**config.mk**
```make
export PLATFORM = sky130hd
export DESIGN_NAME = uart_rx_loader
export DESIGN_NICKNAME = d
export VERILOG_FILES = /design/src/rtl/uart_rx_loader.sv
export SDC_FILE = /design/constraint.sdc
export NUM_CORES = 1
export LEC_CHECK = 0
export CAP_MARGIN = 20
export CELL_PAD_IN_SITES_DETAIL_PLACEMENT = 1
export CELL_PAD_IN_SITES_GLOBAL_PLACEMENT = 1
export CORE_MARGIN = 2
export CORE_UTILIZATION = 46
export CTS_BUF_LIST = sky130_fd_sc_hd__clkbuf_8
export DETAILED_ROUTE_END_ITERATION = 16
export PLACE_DENSITY_LB_ADDON = 0.2
export SLEW_MARGIN = 20
export SYNTH_ARGS = -nofsm -noshare
export SYNTH_HDL_FRONTEND = slang
export SYNTH_SLANG_ARGS = --single-unit
export TNS_END_PERCENT = 5
```
**constraint.sdc**
```tcl
create_clock -name i_Clock -period 3.48 [get_ports i_Clock]
set_input_delay 0.696 -clock i_Clock [delete_from_list [all_inputs] [get_ports i_Clock]]
set_output_delay 0.696 -clock i_Clock [all_outputs]
set_load 0.005 [all_outputs]
```
**src/rtl/uart_rx_loader.sv**
```systemverilog
// Frames bytes from a UART receiver into loader commands: byte writes to memory over a
// valid/ready port and a jump request, with timeout, checksum and overrun checking.
module uart_rx_loader #(
   parameter int unsigned TIMEOUT_CLKS = 100000,
   parameter logic [7:0]  SYNC_BYTE    = 8'hA5
) (
   input  logic        i_Clock,
   input  logic        i_Reset_n,
   input  logic        i_Rx_DV,
   input  logic [7:0]  i_Rx_Byte,
   output logic        o_Mem_Valid,
   output logic [31:0] o_Mem_Addr,
   output logic [7:0]  o_Mem_Data,
   input  logic        i_Mem_Ready,
   output logic        o_Jump_Valid,
   output logic [31:0] o_Jump_Addr,
   output logic        o_Busy,
   output logic        o_Error,
   output logic [1:0]  o_Error_Code
);

   localparam int unsigned ADDR_W = 32;
   localparam int unsigned LEN_W  = 16;
   localparam int unsigned TMO_W  = 32;

   localparam logic [7:0] CMD_WRITE = 8'h01;
   localparam logic [7:0] CMD_JUMP  = 8'h02;

   localparam logic [1:0] ERR_CSUM    = 2'b01;
   localparam logic [1:0] ERR_TIMEOUT = 2'b10;
   localparam logic [1:0] ERR_OVERRUN = 2'b11;

   localparam logic [TMO_W-1:0] TMO_LAST = TMO_W'(TIMEOUT_CLKS - 1);

   typedef enum logic [2:0] {
      S_IDLE,
      S_CMD,
      S_ADDR,
      S_LEN,
      S_DATA,
      S_CSUM
   } state_t;

   state_t              state_q, state_d;
   logic                is_jump_q, is_jump_d;
   logic [1:0]          cnt_q, cnt_d;
   logic [ADDR_W-1:0]   addr_q, addr_d;
   logic [LEN_W-1:0]    len_q, len_d;
   logic [LEN_W-1:0]    idx_q, idx_d;
   logic [7:0]          csum_q, csum_d;
   logic [TMO_W-1:0]    tmo_q, tmo_d;
   logic                mem_valid_q, mem_valid_d;
   logic [ADDR_W-1:0]   mem_addr_q, mem_addr_d;
   logic [7:0]          mem_data_q, mem_data_d;
   logic                jump_valid_q, jump_valid_d;
   logic [ADDR_W-1:0]   jump_addr_q, jump_addr_d;
   logic                busy_q, busy_d;
   logic                error_q, error_d;
   logic [1:0]          error_code_q, error_code_d;

   logic [7:0]          csum_next;
   logic [LEN_W-1:0]    len_next;
   logic                abort;
   logic [1:0]          abort_code;

   // Next-state and output computation
   always_comb begin
      state_d      = state_q;
      is_jump_d    = is_jump_q;
      cnt_d        = cnt_q;
      addr_d       = addr_q;
      len_d        = len_q;
      idx_d        = idx_q;
      csum_d       = csum_q;
      tmo_d        = tmo_q;
      mem_valid_d  = mem_valid_q;
      mem_addr_d   = mem_addr_q;
      mem_data_d   = mem_data_q;
      jump_valid_d = 1'b0;
      jump_addr_d  = jump_addr_q;
      error_d      = 1'b0;
      error_code_d = error_code_q;
      abort        = 1'b0;
      abort_code   = ERR_OVERRUN;

      csum_next = csum_q + i_Rx_Byte;
      len_next  = {i_Rx_Byte, len_q[15:8]};

      // Inter-byte timer; held while a write waits on slow memory
      if (state_q == S_IDLE || i_Rx_DV) begin
         tmo_d = '0;
      end else if (!mem_valid_q) begin
         tmo_d = tmo_q + TMO_W'(1);
      end

      if (mem_valid_q && i_Mem_Ready) begin
         mem_valid_d = 1'b0;
         if (state_q == S_DATA && idx_q == len_q) begin
            state_d = S_CSUM;
         end
      end

      case (state_q)
         S_IDLE: begin
            if (i_Rx_DV && i_Rx_Byte == SYNC_BYTE) begin
               state_d   = S_CMD;
               csum_d    = '0;
               cnt_d     = '0;
               addr_d    = '0;
               len_d     = '0;
               idx_d     = '0;
               is_jump_d = 1'b0;
            end
         end
         S_CMD: begin
            if (i_Rx_DV) begin
               csum_d = csum_next;
               if (i_Rx_Byte == CMD_WRITE) begin
                  is_jump_d = 1'b0;
                  state_d   = S_ADDR;
               end else if (i_Rx_Byte == CMD_JUMP) begin
                  is_jump_d = 1'b1;
                  state_d   = S_ADDR;
               end else begin
                  abort      = 1'b1;
                  abort_code = ERR_OVERRUN;
               end
            end
         end
         S_ADDR: begin
            if (i_Rx_DV) begin
               csum_d = csum_next;
               addr_d = {i_Rx_Byte, addr_q[31:8]};
               cnt_d  = cnt_q + 2'd1;
               if (cnt_q == 2'd3) begin
                  cnt_d   = '0;
                  state_d = is_jump_q ? S_CSUM : S_LEN;
               end
            end
         end
         S_LEN: begin
            if (i_Rx_DV) begin
               csum_d = csum_next;
               len_d  = len_next;
               cnt_d  = cnt_q + 2'd1;
               if (cnt_q == 2'd1) begin
                  cnt_d   = '0;
                  state_d = (len_next == '0) ? S_CSUM : S_DATA;
               end
            end
         end
         S_DATA: begin
            if (i_Rx_DV && !mem_valid_q && idx_q != len_q) begin
               csum_d      = csum_next;
               mem_valid_d = 1'b1;
               mem_addr_d  = addr_q + ADDR_W'(idx_q);
               mem_data_d  = i_Rx_Byte;
               idx_d       = idx_q + LEN_W'(1);
            end
         end
         S_CSUM: begin
            if (i_Rx_DV) begin
               csum_d  = csum_next;
               state_d = S_IDLE;
               if (csum_next == 8'h00) begin
                  if (is_jump_q) begin
                     jump_valid_d = 1'b1;
                     jump_addr_d  = addr_q;
                  end
               end else begin
                  error_d      = 1'b1;
                  error_code_d = ERR_CSUM;
               end
            end
         end
         default: state_d = S_IDLE;
      endcase

      // A new byte arriving before the previous write drained, or a stalled frame
      if (i_Rx_DV && mem_valid_q) begin
         abort      = 1'b1;
         abort_code = ERR_OVERRUN;
      end else if (state_q != S_IDLE && !i_Rx_DV && !mem_valid_q && tmo_q == TMO_LAST) begin
         abort      = 1'b1;
         abort_code = ERR_TIMEOUT;
      end

      if (abort) begin
         state_d      = S_IDLE;
         mem_valid_d  = 1'b0;
         jump_valid_d = 1'b0;
         error_d      = 1'b1;
         error_code_d = abort_code;
      end

      busy_d = (state_d != S_IDLE);
   end

   always_ff @(posedge i_Clock or negedge i_Reset_n) begin
      if (!i_Reset_n) begin
         state_q      <= S_IDLE;
         is_jump_q    <= 1'b0;
         cnt_q        <= '0;
         addr_q       <= '0;
         len_q        <= '0;
         idx_q        <= '0;
         csum_q       <= '0;
         tmo_q        <= '0;
         mem_valid_q  <= 1'b0;
         mem_addr_q   <= '0;
         mem_data_q   <= '0;
         jump_valid_q <= 1'b0;
         jump_addr_q  <= '0;
         busy_q       <= 1'b0;
         error_q      <= 1'b0;
         error_code_q <= '0;
      end else begin
         state_q      <= state_d;
         is_jump_q    <= is_jump_d;
         cnt_q        <= cnt_d;
         addr_q       <= addr_d;
         len_q        <= len_d;
         idx_q        <= idx_d;
         csum_q       <= csum_d;
         tmo_q        <= tmo_d;
         mem_valid_q  <= mem_valid_d;
         mem_addr_q   <= mem_addr_d;
         mem_data_q   <= mem_data_d;
         jump_valid_q <= jump_valid_d;
         jump_addr_q  <= jump_addr_d;
         busy_q       <= busy_d;
         error_q      <= error_d;
         error_code_q <= error_code_d;
      end
   end

   assign o_Mem_Valid  = mem_valid_q;
   assign o_Mem_Addr   = mem_addr_q;
   assign o_Mem_Data   = mem_data_q;
   assign o_Jump_Valid = jump_valid_q;
   assign o_Jump_Addr  = jump_addr_q;
   assign o_Busy       = busy_q;
   assign o_Error      = error_q;
   assign o_Error_Code = error_code_q;

endmodule

```
==> summary.txt <==
Status = complete, no violations
Antenna violations before repair = 0
Cells after synthesis = 1031
Synth area leader = dfrtp_1
Clock-pin transition on the worst setup and hold timing paths = 110 ps
Root buf cell = clkbuf_8
CTS Buf Count = 17
Avg Cell Area, Syn = 9.47 um2
Seq cells post-synth = 188
Routed vias = 7942
Port bufs = 89
Yosys cell types = 56
CTS tree = built
Row Count = 53
FMAX = 0.301 GHz
Final hold violation count = 0
CP max stage delay = 490 ps
RD Place Congestion = 0.825
TNS Setup = 0 ps
Dpl hpwl = 18500 um
Rel. slew slack = 0.454
Global-route wire length before repair = 43700 um
Worst-path cell chain = ha_2 -> fa_2 -> a211o_1 -> o21ai_0 -> xor2_1 -> nand2_1 -> or4b_4 -> or3_4 -> clkbuf_16 -> mux2_4
CP delay by family, top = simple AND/OR/NAND/NOR gates
Crit path required time = 3850 ps
Primary FF master, synth = dfrtp_1
Transition time at the pin with the least slew margin = 818 ps
Starting Density = 0.467
Overall power = 4.97 mW
Fin area = 11600 um2
Worst Path Max Fanout = 8
Clk_lat worst skew = 490 ps
Clock Sinks = 188
DR iter-0 viols = 457
WP data arrival = 3700 ps
Remaining global-route overflow = 0
Placed Area = 11100 um2
Largest net degree at the start of global routing = 65
Yosys Warn Count = 0
Fill count = 2409
DRC = 0
RSZ-0062 raised after global routing = false
Post-route ant nets = 0
Peak supply drop = 246 uV
Max Slew Vio Count = 0
Clk buf depth = 2
Post-synth EDFFs = 0
Cell area after synthesis = 9760 um2
Area growth from synthesis to layout = 18.9%
Finish-stage setup viols = 0
WP buf/inv = 1
H-tree depth = 4
Slowest cell on crit path = or4b_4
Core Region = 20900 um2
Critical Path Start Type = flip-flop
Nets = 1177
Pleak = 5.41 nW
Async set or reset register ratio after synthesis = 1.00
Worst Setup End Kind = flip-flop
Top cells by area, synth = dfrtp_1 48%, nand2_1 5.7%, o21ai_0 5.0%
Ports = 90
Max_cap viols = 0
Seq/Total Area, Yosys = 0.482
Routed Wire Length = 26800 um
Type of the worst setup path = reg -> reg
Post-layout min period = 3320 ps
Clk_skew = 29.8 ps
Share of cells above drive strength 1 = 0.108
Hold crit path type = in -> async
Vias in the first global route = 8263
Die height = 150 um
Final core utilization = 0.556
CTS Hold Bufs = 0
Syn_nets = 1073
Number of diodes = 0
GRT Overall Usage = 0.247
Router iterations before antenna repair = 5
Fin crit share = 0.955
Vias per cell = 5.58
Top-area cell type share of the netlist area = 0.482
Full die area = 22400 um2
Drt wl/cell = 18.8 um
Die X = 150 um
Hold Slack = 184 ps
Cell area power density = 428 nW/um2
[final timing paths]
kind / from / endpoint / slack (ps) / cells past startpoint
worst max-delay path: csum_q[0] / o_Jump_Addr[15] / 160 / 10
worst min-delay path: i_Reset_n / o_Mem_Addr[1] / 180 / 1
worst max register to register: csum_q[0] / o_Jump_Addr[15] / 160 / 10
worst min register to register: o_Mem_Addr[9] / o_Mem_Addr[9] / 490 / 2
max in group asynchronous: i_Reset_n / addr_q[14] / 2400 / 2
min in group i_Clock: o_Mem_Addr[9] / o_Mem_Addr[9] / 490 / 2
[worst reg2reg max path, cell delays in order, from the launching register on]
cell       delay [ps]
dfrtp_1           410
ha_2              210
fa_2              370
a211o_1           340
o21ai_0           120
xor2_1            210
nand2_1            80
or4b_4            490
or3_4             480
clkbuf_16         220
mux2_4            300
[power breakdown]
part | internal, mW | leakage [nW] | switching (mW)
combinational | 0.408 | 2.74 | 0.581
clock | 0.610 | 0.205 | 0.926
sequential | 2.29 | 2.46 | 0.161
total | 3.30 | 5.41 | 1.67
[Yosys cell counts (all sizes together) (2+ instances only)]
cell type    n
a21oi       35
xor2        41
a21o         4
o21ai       99
nand2b       8
nand3       73
a31oi        6
nor4        18
fa           2
inv         52
and2         3
nor2b       10
or3         11
mux2i        9
o31ai        7
nor2        77
mux2        33
and4         4
and3         5
or2          7
nand4       17
o21a         4
ha          28
nand2      148
nor3        29
and4b        3
clkbuf      39
xnor2       41
nor4b        3
dfrtp      188
a21boi       2
nor4bb       2
a211oi       3
buf          6
[through the flow]
step	std cells	setup slack [ps]
after floorplan	1031	49.9
after global placement	1385	-616
after detailed placement	1385	-712
after CTS	1419	28.0
after global routing	1423	68.4
final	1423	155
[timing repair]
action	4_1_cts	5_1_grt
setup buffers	1	3
cloned	1	1
pin swaps	2	6
setup endpoints to repair	32	32
resized for setup	5	3
[state kept, by name (all words and copies together), names as in the netlist]
name / flops
state_q: 3
o_Mem_Valid: 1
cnt_q: 2
o_Busy: 1
o_Jump_Addr: 32
o_Error_Code: 2
tmo_q: 32
len_q: 16
o_Mem_Addr: 32
idx_q: 16
csum_q: 8
o_Jump_Valid: 1
o_Mem_Data: 8
is_jump_q: 1
o_Error: 1
addr_q: 32
[cell type report]
type | instances | area [um2] | area share
sequential | 188 | 4700 | 0.405
multi-input combinational | 746 | 4660 | 0.401
timing repair buffer | 130 | 1290 | 0.112
tap | 275 | 344 | 0.0296
clock buffer | 17 | 234 | 0.0202
inverter | 52 | 195 | 0.0168
clock inverter | 15 | 176 | 0.0152
[cells in the final DEF (no fill, tap or decap), types with 3 or more instances in the layout]
cell type / netlist / layout
ha_1: 28 / 27
and2_1: 3 / 3
nand4_1: 17 / 17
and3_1: 5 / 5
buf_12: 3 / 4
nand2_1: 148 / 147
a31oi_1: 5 / 5
nor3_1: 29 / 29
nand2b_1: 8 / 8
or3_1: 11 / 10
o21a_1: 4 / 4
buf_4: 1 / 35
or2_2: 7 / 7
nor2_1: 77 / 77
o31ai_1: 7 / 7
and4_1: 4 / 4
and4b_1: 3 / 3
xnor2_1: 41 / 41
mux2_2: 4 / 4
xor2_1: 41 / 41
dfrtp_1: 188 / 188
clkinv_4: 0 / 3
inv_1: 52 / 52
inv_8: 0 / 4
clkbuf_8: 0 / 18
o21ai_0: 98 / 98
mux2_4: 29 / 29
nand3_1: 73 / 73
clkdlybuf4s50_1: 0 / 86
a21oi_1: 34 / 33
nor4_1: 18 / 18
nor4b_1: 3 / 3
inv_6: 0 / 4
a21o_1: 4 / 4
nor2b_1: 10 / 9
mux2i_1: 9 / 9
[kinds of logic after synthesis]
logic type	synth area share
simple gates	0.204
xor+xnor	0.0736
mux	0.0585
buf+inv	0.0435
compound gates	0.0988
flops	0.482
fa+ha+maj	0.0400
[routing by layer]
layer / up-vias / wire, um / GRT usage
met2: 153 / 13300 / 0.414
met1: 4026 / 12400 / 0.339
met5: - / 0 / 0
met4: 0 / 384 / 0.0665
li1: 3732 / - / -
met3: 31 / 779 / 0.0320
(Power assumes the default switching activity.)
